`src/rtl/gf180mcu_osu_sc_12t_clkdiv_gate.sv`:
```
// Glitch-free gated clock divider.
// CLKOUT is a registered divided clock whose half-period is (div_a + 1)
// source cycles. A new ratio is written into a shadow register (div_s) at any
// time and only becomes active at the start of a high phase. Stopping never
// produces a short high pulse: a stop request during a high phase lets the
// phase finish (STOP state); a stop request during a low phase ends at once.
module gf180mcu_osu_sc_12t_clkdiv_gate #(
  parameter int WIDTH = 4
) (
  input  logic             CLK,
  input  logic             RN,
  input  logic             EN,
  input  logic [WIDTH-1:0] DIV,
  input  logic             LOAD,
  output logic             CLKOUT,
  output logic             TICK,
  output logic             BUSY
);

  typedef enum logic [1:0] {
    ST_IDLE = 2'd0,
    ST_RUN  = 2'd1,
    ST_STOP = 2'd2
  } state_t;

  state_t           state_r;
  logic [WIDTH-1:0] div_s_r;
  logic [WIDTH-1:0] div_a_r;
  logic [WIDTH-1:0] cnt_r;
  logic             clkout_r;
  logic             tick_r;
  logic             busy_r;

  logic             phase_end_s;
  logic [WIDTH-1:0] cnt_inc_s;

  // Current phase has lasted div_a+1 cycles once the counter reaches div_a.
  assign phase_end_s = (cnt_r == div_a_r);
  assign cnt_inc_s   = cnt_r + {{(WIDTH-1){1'b0}}, 1'b1};

  // Shadow ratio register: captures DIV whenever LOAD is asserted, in any state.
  always_ff @(posedge CLK or negedge RN) begin
    if (!RN) begin
      div_s_r <= {WIDTH{1'b0}};
    end else if (LOAD) begin
      div_s_r <= DIV;
    end else begin
      div_s_r <= div_s_r;
    end
  end

  // Divider FSM: counter, active ratio and all registered outputs.
  always_ff @(posedge CLK or negedge RN) begin
    if (!RN) begin
      state_r  <= ST_IDLE;
      cnt_r    <= {WIDTH{1'b0}};
      div_a_r  <= {WIDTH{1'b0}};
      clkout_r <= 1'b0;
      tick_r   <= 1'b0;
      busy_r   <= 1'b0;
    end else begin
      case (state_r)
        ST_IDLE: begin
          cnt_r <= {WIDTH{1'b0}};
          if (EN) begin
            // Start with a high phase; the pre-edge shadow ratio is used.
            state_r  <= ST_RUN;
            div_a_r  <= div_s_r;
            clkout_r <= 1'b1;
            tick_r   <= 1'b1;
            busy_r   <= 1'b1;
          end else begin
            state_r  <= ST_IDLE;
            div_a_r  <= div_a_r;
            clkout_r <= 1'b0;
            tick_r   <= 1'b0;
            busy_r   <= 1'b0;
          end
        end

        ST_RUN: begin
          if (!EN && !clkout_r) begin
            // Truncating a low phase cannot create a glitch: stop now.
            state_r  <= ST_IDLE;
            cnt_r    <= {WIDTH{1'b0}};
            div_a_r  <= div_a_r;
            clkout_r <= 1'b0;
            tick_r   <= 1'b0;
            busy_r   <= 1'b0;
          end else if (phase_end_s) begin
            cnt_r <= {WIDTH{1'b0}};
            if (clkout_r) begin
              // Falling toggle; a concurrent stop request ends here directly.
              div_a_r  <= div_a_r;
              clkout_r <= 1'b0;
              tick_r   <= 1'b0;
              if (EN) begin
                state_r <= ST_RUN;
                busy_r  <= 1'b1;
              end else begin
                state_r <= ST_IDLE;
                busy_r  <= 1'b0;
              end
            end else begin
              // Rising toggle: the only point where a new ratio takes effect.
              state_r  <= ST_RUN;
              div_a_r  <= div_s_r;
              clkout_r <= 1'b1;
              tick_r   <= 1'b1;
              busy_r   <= 1'b1;
            end
          end else begin
            cnt_r    <= cnt_inc_s;
            div_a_r  <= div_a_r;
            clkout_r <= clkout_r;
            tick_r   <= 1'b0;
            busy_r   <= 1'b1;
            if (!EN) begin
              // CLKOUT is high here: finish the high phase in STOP.
              state_r <= ST_STOP;
            end else begin
              state_r <= ST_RUN;
            end
          end
        end

        ST_STOP: begin
          div_a_r <= div_a_r;
          tick_r  <= 1'b0;
          if (phase_end_s) begin
            state_r  <= ST_IDLE;
            cnt_r    <= {WIDTH{1'b0}};
            clkout_r <= 1'b0;
            busy_r   <= 1'b0;
          end else begin
            state_r  <= ST_STOP;
            cnt_r    <= cnt_inc_s;
            clkout_r <= clkout_r;
            busy_r   <= 1'b1;
          end
        end

        default: begin
          // Unused encoding: recover to a safe, stopped state.
          state_r  <= ST_IDLE;
          cnt_r    <= {WIDTH{1'b0}};
          div_a_r  <= {WIDTH{1'b0}};
          clkout_r <= 1'b0;
          tick_r   <= 1'b0;
          busy_r   <= 1'b0;
        end
      endcase
    end
  end

  assign CLKOUT = clkout_r;
  assign TICK   = tick_r;
  assign BUSY   = busy_r;

endmodule

```
`config.mk`:
```
export PLATFORM = sky130hd
export DESIGN_NAME = gf180mcu_osu_sc_12t_clkdiv_gate
export DESIGN_NICKNAME = d
export VERILOG_FILES = /design/src/rtl/gf180mcu_osu_sc_12t_clkdiv_gate.sv
export SDC_FILE = /design/constraint.sdc
export NUM_CORES = 1
export LEC_CHECK = 0
export CAP_MARGIN = 20
export CORE_ASPECT_RATIO = 0.8
export CORE_MARGIN = 2
export CORE_UTILIZATION = 47
export DETAILED_ROUTE_END_ITERATION = 6
export PLACE_DENSITY = 0.7
export SYNTH_ARGS = -nofsm -noshare
export SYNTH_HDL_FRONTEND = slang
export SYNTH_SLANG_ARGS = --single-unit
export TNS_END_PERCENT = 100
```
`constraint.sdc`:
```
create_clock -name CLK -period 1.6 [get_ports CLK]
set_input_delay 0.48 -clock CLK [delete_from_list [all_inputs] [get_ports CLK]]
set_output_delay 0.48 -clock CLK [all_outputs]
set_load 0.03 [all_outputs]
```
After elaboration in Yosys (flattened, before gate mapping):

Cells that the tools add are included.

* bits in registers: 17
* input port bits: 8
* output and inout port bits: 3
* word-level logic and storage cells: 53

* add/sub/neg operators: 1
* eq/ne operators: 9
* mux-type cells: 29
* bitwise logic cells: 1
* reductions and logical operators: 6

Operators by type and width (number)
* 2-to-1 mux 4 bit: 6
* 2-to-1 mux 1 bit: 12
* case mux 4 bit (3 select lines): 1
* 2-to-1 mux 2 bit: 5
* inequality test 2 bit (second input constant): 5
* case mux 4 bit (2 select lines): 1
* case mux 1 bit (3 select lines): 2
* case mux 2 bit (3 select lines): 1
* AND reduction 5 bit: 1
* adder 4 x 1 -> 4 bit (second input constant): 1
* equality test 4 bit: 1
* inequality test 3 bit (second input constant): 1
* equality test 2 x 1 -> 1 bit (second input constant): 1
* equality test 2 bit (second input constant): 1
* zero test 1 bit: 2
* zero test 2 bit: 1
* case mux 1 bit (2 select lines): 1
* AND reduction 2 bit: 1
* logical AND 1 bit: 1
* inverter 1 bit: 1

Depth between registers and ports, before layout:

Gate-level depths: netlist of the first run.

* word-level depth: 5
* gate-level depth with buffers: 6
* gate-level depth less buffers: 6

Worst setup path after synthesis of the first run:

Ideal clock, no wire load.

* path type: register to register
* start point: register cnt_r[3]
* end point: register div_a_r[0]
* setup time: 0.121 ns
* arrival time: 1.661 ns
* required time: 1.479 ns
* setup slack: -0.182 ns
* cell stages (with the launch flop): 5
* path buffers: 0
* clock period less this slack: 1.782 ns
* path through: dfrtp_1 > xor2_1 > or4_4 > a221o_1 > a22o_1

* cells in the longest elaborated chain, start to end: 3

RTL lines
* start: declaration: line 29 `logic [WIDTH-1:0] cnt_r;`
* start signal: assignment: line 56 `cnt_r <= {WIDTH{1'b0}};`
* start signal: assignment: line 64 `cnt_r <= {WIDTH{1'b0}};`
* start signal: assignment: line 85 `cnt_r <= {WIDTH{1'b0}};`
* equality test 4 bit: line 38 `assign phase_end_s = (cnt_r == div_a_r);`
* inequality test 2 bit (no source line)
* AND reduction 5 bit (no source line)
* end signal: assignment: line 57 `div_a_r <= {WIDTH{1'b0}};`
* end signal: assignment: line 68 `div_a_r <= div_s_r;`
* end signal: assignment: line 74 `div_a_r <= div_a_r;`
* end: declaration: line 28 `logic [WIDTH-1:0] div_a_r;`

No other way between the ends.
A chain may end at the register's enable or synchronous reset.

Worst setup path in the final report of the first run:

* start point: register div_a_r[0]
* end point: register div_a_r[1]

* cells in the longest elaborated chain, start to end: 3

RTL lines (line)
* equality test 4 bit: 38
* inequality test 2 bit (no source line)
* AND reduction 5 bit (no source line)

No other way between the ends.

==> results of run 1 <==
through the flow:
step | TNS (ns) | setup slack, ns | power (mW) | area, µm²
2_1_floorplan | -0.5420 | -0.1355 | 1.078 | 822.0
3_3_place_gp | -1.796 | -0.2747 | 1.400 | 1056
3_5_place_dp | -1.956 | -0.2914 | 1.413 | 1056
4_1_cts | -1.284 | -0.2037 | 1.674 | 1104
5_1_grt | -2.194 | -0.2989 | 1.815 | 1111
6_report | -1.327 | -0.2362 | 1.676 | 1111
cells in the mapped netlist, drive strengths merged:
cell / number
xnor2: 1
nor3: 3
mux2: 4
nor2b: 1
nand3: 1
nor2: 7
ha: 5
o21a: 2
a21o: 1
inv: 4
o211a: 1
xor2: 5
clkbuf: 1
or4: 1
a31oi: 1
a221o: 2
or2: 1
nor3b: 1
a21oi: 1
nor4: 1
or2b: 1
a22o: 4
o21ai: 1
nand3b: 2
o211ai: 1
dfrtp: 17
registers in the layout (all words and copies together), names as in the netlist:
| register | flops |
|---|---|
| cnt_r | 4 |
| div_a_r | 4 |
| CLKOUT | 1 |
| state_r | 2 |
| TICK | 1 |
| BUSY | 1 |
| div_s_r | 4 |
where the power goes:
group	total (mW)	internal, mW	switching, mW
clock	0.242	0.0954	0.146
combinational	0.828	0.444	0.384
sequential	0.607	0.530	0.0765
total	1.68	1.07	0.607
cells by family (layout without fill, tap and decap cells):
logic type               count (synthesis)  after routing
AND/OR/NAND/NOR                         19             19
flip-flops                              17             17
AO/OA/AOI/OAI                           14             14
XOR/XNOR                                 6              6
adder cells (fa/ha/maj)                  5              5
buffers and inverters                    5             36
multiplexers                             4              4
area by class of cell:
type | instances | area [µm²]
clock buffer | 3 | 22.52
clock inverter | 1 | 7.507
fill | 134 | 515.5
inverter | 4 | 15.01
multi-input combinational | 48 | 382.9
sequential | 17 | 425.4
tap | 22 | 27.53
timing repair buffer | 28 | 230.2
metal layers:
layer	up-vias	GRT usage [%]	part of all wire, %
met2	12	24.21	45
met3	3	6.475	4.6
li1	310	-	-
met5	-	0	0
met1	287	23.64	50
met4	0	3.243	1.2
worst paths after layout:
path | slack, ns | cells after the start | startpoint | to
setup / recovery | -0.24 | 4 | div_a_r[0] | div_a_r[1]
hold reg to reg | 0.51 | 1 | div_s_r[1] | div_a_r[1]
setup reg to reg | -0.24 | 4 | div_a_r[0] | div_a_r[1]
hold / removal | 0.48 | 2 | RN | div_a_r[1]
min in group CLK | 0.51 | 1 | div_s_r[1] | div_a_r[1]
max in group asynchronous | 0.93 | 2 | RN | div_a_r[0]
timing repair:
| action | in CTS | in global routing |
|---|---|---|
| endpoints found under the setup margin | 12 | 11 |
| gates resized for setup | 3 | 1 |
| hold buffers | 0 | 0 |
| pin swaps | 0 | 4 |
| setup buffers | 2 | 1 |
| hold endpoints to repair | 0 | 0 |
worst max-delay path: stages (launching register included):
cell	delay [ns]
sky130_fd_sc_hd__dfrtp_1	0.40
sky130_fd_sc_hd__xor2_1	0.18
sky130_fd_sc_hd__or4_4	0.55
sky130_fd_sc_hd__a221o_1	0.42
sky130_fd_sc_hd__a22o_1	0.21
==> run metrics, run 1 <==
status complete, but fails checks; failing checks setup timing; maximum buffer depth of the clock tree 2; number of placement rows 13; worst hold path class input port to asynchronous set/reset pin; Unique masters post-synth 26; combined global-route utilization of all metal layers between 15 and 20%; worst-case setup margin in the final layout -0.2362 ns; arithmetic-cell share of the synthesized area counting full adders, half adders and majority gates between 7 and 8%; dominant combinational cell family by area after synthesis compound AO/OA/AOI/OAI gates; Synthesized Nets 83; number of clock sinks 17; worst hold margin 0.4845 ns; wire length of the first global-routing pass around 2500 µm; max-slew violations 0; TritonCTS clock tree done; via count ~610; Critical Path Fanout Max 4; Final Wtd Congestion around 0.85; headroom to the max-slew limit approximately 80%; mux cell area share after synthesis approximately 5.5%; pwr/cell area approximately 1500 nW/µm²; post-route minimum period around 1.8 ns; Initial Util 50.54%; y dimension of the die ~41 µm; Synth warnings 0; number of port buffers 10; Post-DRT Antenna Nets 0; starting DRC count in detailed routing 11; library cell with the largest summed area after synthesis sky130_fd_sc_hd__dfrtp_1; total I/O pin count 11; Finished Core Util 68.31%; drc violations 0; clock insertion delay at the later pin of the skew report approximately 0.3 ns; Arr. time, crit path just over 2 ns; overflow left after global routing 0; Maximum Capacitance Violations 0; synthesized-area fraction occupied by ao, oa, aoi and oai cells a little over an eighth; Total Nets Final 115; Data required, critical path approximately 1.8 ns; Fmax achieved about 540 MHz; RSZ-0062 raised after global routing yes; overall routed net length roughly 1400 µm; Final Hold Viols 0; kind of capture point of the worst setup path flop; count of state elements after synthesis 17; post-route fraction of the period consumed by the critical path 114.8%; # placed instances roughly 120; Pre-Repair DR Iteration Count 2; average cell area after synthesis 11.74 µm²; simple-gate share of the synthesized area roughly an eighth; parity-gate share of the synthesized area counting xor and xnor cells roughly 6.4%; top library cells by usage in the layout, fill and taps aside sky130_fd_sc_hd__buf_4 (19), sky130_fd_sc_hd__dfrtp_1 (17), sky130_fd_sc_hd__nor2_1 (7), sky130_fd_sc_hd__clkdlybuf4s50_1 (7); Worst Setup Start Kind flop; maximum vdd drop 0.0009276 V; P&R area growth vs syn 35.16%; clock tree skew after final layout 0.006553 ns; via count of the first global-routing pass just under 600; filler-free cell count of the finished design about 120; average detailed-routed wire length per instance between 10 and 15 µm; number of antenna cells inserted 0; Tightest Pin Transition 0.2983 ns; initial antenna violation count 0; CTS H-Tree Depth 1; total of endpoints with negative setup slack in the final report 10; overall die area roughly 2100 µm²; Core Area around 1600 µm²; master cell of the clock root buffer sky130_fd_sc_hd__clkbuf_4; most common library cell in the layout ignoring fill and taps sky130_fd_sc_hd__buf_4; mean number of vias per cell 4.976; CTS buffer count 3; clock transition time at the flip-flop clock pins of the worst setup and hold paths ~0.11 ns; maximum number of pins on one net before global-route repair 18; proportion of layout cells with a drive suffix above 1 29.70%; Post-Syn Instances 70; half-perimeter wire length after placement ~1100 µm; Die W between 50 and 60 µm; proportion of synthesized chip area in sequential cells about 52%; share of Yosys cell area claimed by the top area cell type about half; Static Leakage 0.5568 nW; biggest area contributors in the synthesized netlist sky130_fd_sc_hd__dfrtp_1 (52%), sky130_fd_sc_hd__ha_1 (7.6%), sky130_fd_sc_hd__mux2_2 (5.5%); critical path class flop to flop; cell area after technology mapping approximately 820 µm²
No activity file was read; power rests on OpenSTA's default activity.
==> run 2: changes to the inputs <==
- SETUP_SLACK_MARGIN: default -> 0.02
==> results of run 2 <==
Same layout as run 1: the final DEF is identical, and so are final timing and power.
